## config.mk

```make
export PLATFORM = sky130hd
export DESIGN_NAME = demux8v1_deser
export DESIGN_NICKNAME = d
export VERILOG_FILES = /design/src/rtl/demux8v1_pkg.sv /design/src/rtl/demux8v1_deser_slot_dec.sv /design/src/rtl/demux8v1_deser.sv
export SDC_FILE = /design/constraint.sdc
export NUM_CORES = 1
export LEC_CHECK = 0
export CAP_MARGIN = 20
export CORE_ASPECT_RATIO = 1.1
export CORE_MARGIN = 3
export CORE_UTILIZATION = 46
export CTS_CLUSTER_DIAMETER = 30
export DETAILED_ROUTE_END_ITERATION = 10
export PLACE_DENSITY = 0.75
export SYNTH_ARGS = -nofsm -noshare
export SYNTH_HDL_FRONTEND = slang
export SYNTH_HIERARCHICAL = 1
export SYNTH_SLANG_ARGS = --single-unit
export TNS_END_PERCENT = 10
```

## constraint.sdc

```tcl
create_clock -name clk -period 2.2 [get_ports clk]
set_input_delay 0.44 -clock clk [delete_from_list [all_inputs] [get_ports clk]]
set_output_delay 0.44 -clock clk [all_outputs]
set_load 0.03 [all_outputs]
```

## src/rtl/demux8v1_pkg.sv

```systemverilog
// -----------------------------------------------------------------------------
// demux8v1_pkg
// Shared types, constants and helpers for the 1:8 demux / deserializer.
//   deser_state_t : FILL (collecting bits) / FULL (complete word waiting for
//                   the holding register to free up)
//   DEFAULT_WIDTH : default number of data bits per word
//   even_parity() : XOR of the low n bits of a 32-bit vector
// Optional build macro used by the top: DEMUX8V1_PARITY_EN
// -----------------------------------------------------------------------------
package demux8v1_pkg;

   typedef enum logic {
      FILL = 1'b0,
      FULL = 1'b1
   } deser_state_t;

   localparam int DEFAULT_WIDTH = 8;

   function automatic logic even_parity(input logic [31:0] bits, input int n);
      logic p;
      p = 1'b0;
      for (int unsigned i = 0; i < 32; i++) begin
         if (i < unsigned'(n)) p = p ^ bits[i];
      end
      return p;
   endfunction

endpackage

```

## src/rtl/demux8v1_deser_slot_dec.sv

```systemverilog
// -----------------------------------------------------------------------------
// demux8v1_slot_dec
// Combinational select-to-one-hot write-enable decoder (the demux proper).
// Ports:
//   sel [SEL_W-1:0] : slot index
//   en              : write request this cycle
//   we  [NSLOT-1:0] : one-hot write enable, all zero when en is low
// -----------------------------------------------------------------------------
module demux8v1_slot_dec #(
   parameter int NSLOT = 8,
   parameter int SEL_W = 3
) (
   input  logic [SEL_W-1:0] sel,
   input  logic             en,
   output logic [NSLOT-1:0] we
);
   import demux8v1_pkg::*;

   always_comb begin
      we = '0;
      for (int unsigned i = 0; i < unsigned'(NSLOT); i++) begin
         if (en && (sel == SEL_W'(i))) we[i] = 1'b1;
      end
   end

endmodule

```

## src/rtl/demux8v1_deser.sv

```systemverilog
// -----------------------------------------------------------------------------
// demux8v1_deser
// Sequential 1-to-WIDTH demultiplexer / deserializer. Accepted serial bits are
// written into slot sel of a shadow register; a complete word moves to the
// holding register out_data and is offered downstream with valid/ready.
// Ports:
//   clk, rst (async, active high), clr (sync flush of the partial word)
//   in_bit, in_valid, in_ready     : serial input handshake
//   out_data, out_valid, out_ready : parallel output handshake
//   sel                            : current slot index (observe only)
//   parity_err                     : only with DEMUX8V1_PARITY_EN
// Build option: `define DEMUX8V1_PARITY_EN adds a trailing even-parity bit per
// word (WIDTH+1 bits accepted) and the registered parity_err output.
// -----------------------------------------------------------------------------
module demux8v1_deser
   import demux8v1_pkg::*;
#(
   parameter int WIDTH = DEFAULT_WIDTH,
`ifdef DEMUX8V1_PARITY_EN
   localparam int SEL_W = $clog2(WIDTH + 1)
`else
   localparam int SEL_W = $clog2(WIDTH)
`endif
) (
   input  logic             clk,
   input  logic             rst,
   input  logic             clr,
   input  logic             in_bit,
   input  logic             in_valid,
   output logic             in_ready,
   output logic [WIDTH-1:0] out_data,
   output logic             out_valid,
   input  logic             out_ready,
   output logic [SEL_W-1:0] sel
`ifdef DEMUX8V1_PARITY_EN
   ,
   output logic             parity_err
`endif
);

`ifdef DEMUX8V1_PARITY_EN
   localparam int LAST = WIDTH;
`else
   localparam int LAST = WIDTH - 1;
`endif
   localparam int NSLOT = LAST + 1;

   deser_state_t     state_q, state_d;
   logic [SEL_W-1:0] sel_q, sel_d;
   logic [NSLOT-1:0] shadow_q, shadow_d;
   logic [WIDTH-1:0] out_data_q, out_data_d;
   logic             out_valid_q, out_valid_d;
`ifdef DEMUX8V1_PARITY_EN
   logic             parity_err_q, parity_err_d;
   logic             word_err;
`endif

   logic [NSLOT-1:0] slot_we;
   logic [NSLOT-1:0] shadow_wr;
   logic             accept;
   logic             sel_last;
   logic             deq;
   logic             load;

   assign in_ready = (state_q == FILL);
   // clr drops a bit offered in the same cycle
   assign accept   = in_valid && in_ready && !clr;
   assign sel_last = (sel_q == SEL_W'(LAST));
   assign deq      = out_valid_q && out_ready;

   demux8v1_slot_dec #(
      .NSLOT (NSLOT),
      .SEL_W (SEL_W)
   ) u_slot_dec (
      .sel (sel_q),
      .en  (accept),
      .we  (slot_we)
   );

   // Shadow with this cycle's bit merged in. In FULL no bit is accepted, so
   // this equals the frozen shadow and serves as the load source for both the
   // direct completion and the FULL drain.
   assign shadow_wr = (shadow_q & ~slot_we) | (slot_we & {NSLOT{in_bit}});

`ifdef DEMUX8V1_PARITY_EN
   assign word_err = even_parity(32'(shadow_wr[WIDTH-1:0]), WIDTH) ^ shadow_wr[LAST];
`endif

   always_comb begin
      state_d     = state_q;
      sel_d       = sel_q;
      shadow_d    = shadow_q;
      out_data_d  = out_data_q;
      out_valid_d = out_valid_q;
      load        = 1'b0;
`ifdef DEMUX8V1_PARITY_EN
      parity_err_d = parity_err_q;
`endif

      // Dequeue clears valid unless a new word lands in the same cycle
      if (deq) out_valid_d = 1'b0;

      if (clr) begin
         state_d  = FILL;
         sel_d    = '0;
         shadow_d = '0;
      end else begin
         case (state_q)
            FILL: begin
               if (accept) begin
                  shadow_d = shadow_wr;
                  if (sel_last) begin
                     if (!out_valid_q || out_ready) begin
                        load  = 1'b1;
                        sel_d = '0;
                     end else begin
                        state_d = FULL;
                     end
                  end else begin
                     sel_d = sel_q + SEL_W'(1);
                  end
               end
            end
            FULL: begin
               if (out_ready) begin
                  load    = 1'b1;
                  sel_d   = '0;
                  state_d = FILL;
               end
            end
            default: state_d = FILL;
         endcase
      end

      if (load) begin
         out_data_d  = shadow_wr[WIDTH-1:0];
         out_valid_d = 1'b1;
`ifdef DEMUX8V1_PARITY_EN
         parity_err_d = word_err;
`endif
      end
   end

   always_ff @(posedge clk or posedge rst) begin
      if (rst) begin
         state_q     <= FILL;
         sel_q       <= '0;
         shadow_q    <= '0;
         out_data_q  <= '0;
         out_valid_q <= 1'b0;
`ifdef DEMUX8V1_PARITY_EN
         parity_err_q <= 1'b0;
`endif
      end else begin
         state_q     <= state_d;
         sel_q       <= sel_d;
         shadow_q    <= shadow_d;
         out_data_q  <= out_data_d;
         out_valid_q <= out_valid_d;
`ifdef DEMUX8V1_PARITY_EN
         parity_err_q <= parity_err_d;
`endif
      end
   end

   assign out_data  = out_data_q;
   assign out_valid = out_valid_q;
   assign sel       = sel_q;
`ifdef DEMUX8V1_PARITY_EN
   assign parity_err = parity_err_q;
`endif

endmodule

```

[Word-level counts from Yosys, hierarchy flattened]
Index checks and enable logic that the tools add are counted.
Word-level totals
  flip-flop bits (word level): 21
  input port bits: 6
  logic and storage cells: 72
Cells by class
  add/sub/neg operators: 1
  eq/ne operators: 11
  multiplexer cells: 31
  bitwise operators: 5
  reductions and logical operators: 19
Operators with widths (number)
  8-bit two-way mux: 3
  1-bit two-way mux: 20
  8-bit AND: 2
  3-bit two-way mux: 5
  3-bit == test (second input constant): 4
  1-bit logical AND: 11
  8-bit inverter: 1
  8-bit OR: 1
  3-bit by 2-bit == test with 1-bit output (second input constant): 2
  3-bit case mux with 2 select lines: 1
  4-bit by 3-bit != test with 1-bit output (second input constant): 1
  1-bit case mux with 2 select lines: 2
  2-bit nonzero test: 2
  3-bit by 1-bit adder with 3-bit output (second input constant): 1
  3-bit by 1-bit == test with 1-bit output (second input constant): 1
  3-bit logical NOT: 1
  3-bit by 2-bit != test with 1-bit output (second input constant): 1
  3-bit != test (second input constant): 1
  3-bit AND reduction: 1
  1-bit logical NOT: 2
  2-bit != test (second input constant): 1
  2-bit AND reduction: 1
  1-bit logical OR: 1
  1-bit inverter: 1

[Depth between registers and ports, before layout]
  word-level depth: 11
  mapped depth: 7
  mapped depth without buffers: 6

[Hierarchy]
The synthesis kept the hierarchy.
Modules (own cells, without submodules)
  demux8v1_deser: times used 1, cells each 95, area an instance 1038.5 um^2, sequential area each 525.5 um^2
  demux8v1_slot_dec: times used 1, cells each 8, area an instance 96.3 um^2, sequential area each 0.0 um^2

[Worst setup path after synthesis]
Ideal clock, no wire load.
  path kind: register to register
  start point: register sel_q[0] (netlist: sel[0])
  end point: register out_data_q[0] (netlist: out_data[0])
  arrival: 1.891 ns
  required time: 2.075 ns
  slack: 0.185 ns
  cell stages (with the launch flop): 6
  cell sequence: dfrtp_1 ha_1 ha_1 a21oi_1 a211oi_4 mux2_2
Between the ends
  word-level cells in the longest chain between the ends: 6
  elaborated cells on any way between the ends: 12
  classes of those cells: 1 x eq/ne; 5 x mux; 4 x bitwise; 2 x reduce/logical
RTL lines
  from (decl): line demux8v1_deser.sv:49  | logic [SEL_W-1:0] sel_q, sel_d;
  from (signal assigned): line demux8v1_deser.sv:156  | sel_q <= sel_d;
  branches (longest 6 deep; another with 3-bit == test)
  to (signal assigned): line demux8v1_deser.sv:158  | out_data_q <= out_data_d;
  to (decl): line demux8v1_deser.sv:51  | logic [WIDTH-1:0] out_data_q, out_data_d;
Parallel ways; which one is timed is not known.
A chain may end at the register's enable or synchronous reset.

[Worst setup path after layout]
  start point: register sel_q[2] (netlist: sel[2])
  end point: output port sel[2]
RTL lines
  to (decl): line demux8v1_deser.sv:34  | output logic [SEL_W-1:0] sel
No word-level cell between the ends.

==> impl_metrics.tcl <==
set metrics [dict create \
    cp_num_buf_inv 1 \
    slew_violations 0 \
    worst-setup-path-type "reg -> out" \
    die_y_um 58.10 \
    syn_nets 111 \
    numCtsBuffers 3 \
    cp-start-kind "register" \
    diodes 0 \
    finClkSkew_ns 0.004034 \
    dp_hpwl_um 1680 \
    ir_worst_vdd_v 0.0004545 \
    max_stage_delay_ns 0.73 \
    crit_chain "clkdlybuf4s50_1" \
    power_density_nw_per_um2 464.8 \
    max_freq_ghz 0.4938 \
    grt_usage_pct 18.33 \
    num_rows 18 \
    start_util_pct 49.40 \
    dr.first_iter.drc_count 28 \
    p_leak_nw 0.6423 \
    yosysUniqueCellTypes 23 \
    die_w_um 53.36 \
    finalHoldViolations 0 \
    cp.arrival_ns 1.58 \
    end_kind "output pin" \
    die_area_um2 3100 \
    grt_antenna_before_repair 0 \
    yosys_warnings 6 \
    fin_util_pct 62.64 \
    cts_setup_buffers 0 \
    place.gp.congestion 0.7919 \
    cts_tree "yes" \
    synth-seq-cells 21 \
    final.period_utilization_pct 92.04 \
    hold_buffers 0 \
    cts.sinks 21 \
    rr_startpoint "sel[1]$_DFFE_PP0P_" \
    post-route-drc-count 0 \
    ant_nets 0 \
    synth_area_um2 1135 \
    ys_seq_area_share_pct 46.31 \
    hp-class "in -> async" \
    cp.required_ns 1.76 \
    hold_ws_ns 0.4485 \
    grt_pass1_wl_um 4167 \
    avgSynthCellArea_um2 11.02 \
    cp-startpoint "sel[2]$_DFFE_PP0P_" \
    clk_pin_slew_ns 0.12 \
    rsz0062_at_grt "no" \
    grt_overflow 0 \
    vias 889 \
    wl_per_cell_um 14.53 \
    via_per_inst 5.522 \
    timing.final.crit_period_ns 2.025 \
    setup_viol_count_final 0 \
    status "completed" \
    area_delta_synth_final_pct 26.79 \
    worst_slew_pin_slew_ns 0.5150 \
    root_buffer "clkbuf_4" \
    h-tree-depth 1 \
    firstDrtPassIters 4 \
    core_um2 2297 \
    setup_tns_ns 0 \
    crit_fanout 11 \
    ctsResizeCount 0 \
    cp_top_family "buffers and inverters" \
    clock_latency_ns 0.31 \
    fillers 197 \
    drive_gt1_share_pct 30.53 \
    placed_cells 157 \
    syn-instance-count 103 \
    postRouteWirelength_um 2339 \
    crit_path_top_delay_cell "clkdlybuf4s50_1" \
    reg2reg_setup_slack_ns 0.20 \
    max_slew_margin_pct 65.56 \
    cts_buffer_depth 2 \
    nets 140 \
    portBuffers 18 \
    ios 19 \
    grt_max_degree 22 \
    instances_no_fill 161 \
    grt_pass1_vias 902 \
    maxCapViolCount 0 \
]
[layer usage]
| layer | up-vias | part of all wire (%) | GRT usage (%) |
|---|---|---|---|
| met4 | 0 | 1.5 | 7.664 |
| li1 | 428 | - | - |
| met5 | - | 0 | 0 |
| met1 | 435 | 44 | 23.64 |
| met2 | 23 | 51 | 29.95 |
| met3 | 3 | 3.4 | 3.085 |
[worst paths after layout]
check,end,cells past startpoint
max in group asynchronous,shadow_q[3]$_DFFE_PP0P_,3
min in group clk,out_data[3]$_DFFE_PP0P_,1
setup / recovery,sel[2],1
setup reg to reg,out_data[5]$_DFFE_PP0P_,6
hold reg to reg,out_data[3]$_DFFE_PP0P_,1
hold / removal,out_data[7]$_DFFE_PP0P_,3
[synth_stat cells]
| cell type | instances | area, um^2 |
|---|---|---|
| o21ai_0 | 8 | 40.04 |
| ha_1 | 2 | 25.02 |
| nor4b_2 | 1 | 15.01 |
| nand3_1 | 8 | 40.04 |
| a21o_1 | 1 | 7.510 |
| mux2_2 | 17 | 191.4 |
| and4b_2 | 3 | 33.78 |
| and4_2 | 1 | 10.01 |
| nand3b_1 | 1 | 7.510 |
| dfrtp_1 | 21 | 525.5 |
| nor2_1 | 2 | 7.510 |
| a31oi_1 | 1 | 6.260 |
| nand2b_1 | 1 | 6.260 |
| a22o_1 | 3 | 26.28 |
| and4bb_2 | 3 | 37.54 |
| a211oi_4 | 1 | 20.02 |
| nor3_1 | 1 | 5.000 |
| inv_1 | 11 | 41.29 |
| nor3b_1 | 1 | 7.510 |
| or2_4 | 1 | 8.760 |
| clkbuf_1 | 4 | 15.01 |
| and2b_1 | 1 | 7.510 |
| a21oi_1 | 10 | 50.05 |
[cell families after synthesis]
group                      Yosys count  share of synthesized area [%]
adders and majority gates            2                          2.205
buffers and inverters               15                          4.961
and+or+nand+nor                     24                          16.43
muxes                               17                          16.87
DFF                                 21                          46.31
AOI/OAI and AO/OA                   24                          13.23
[where the power goes]
group	leakage, nW	switching (W)	internal (W)	total, W
combinational	0.335	0.0000459	0.0000363	0.0000823
clock	0.0150	0.000120	0.0000709	0.000191
sequential	0.292	0.00000580	0.000390	0.000396
[sequential cells by signal, summed over array words and instances (netlist names)]
register,count
out_data,8
out_valid,1
sel,3
shadow_q,8
state_q,1
[metrics by stage]
stage	instance area [um^2]	total power [W]	worst slack [ns]
finish	1439	0.0006688	0.1750
global route	1439	0.0007006	0.05483
CTS	1439	0.0006737	0.1613
detailed placement	1413	0.0004852	-0.07656
global placement	1413	0.0004827	-0.05684
floorplan	1135	0.0004465	0.1845
[final cells by class]
type	instances	area (um^2)	area share, %
Multi-Input combinational cell	67	553.0	38.43
Tap cell	30	37.54	2.609
Inverter	11	41.29	2.870
Sequential cell	21	525.5	36.52
Clock buffer	4	26.28	1.826
Timing Repair Buffer	28	255.2	17.74
[cells in the final DEF (no fill, tap or decap), drive strengths merged]
cell type      instances
nor3b                  1
nand2b                 1
a22o                   3
ha                     2
and4                   1
or2                    1
a31oi                  1
a21oi                 10
a211oi                 1
mux2                  17
buf                   10
dfrtp                 21
nor4b                  1
and2b                  1
nor3                   1
inv                   11
nand3                  8
o21ai                  8
clkdlybuf4s50         18
nor2                   2
and4bb                 3
and4b                  3
nand3b                 1
clkbuf                 4
a21o                   1
Power figures use the tool's default switching activity.
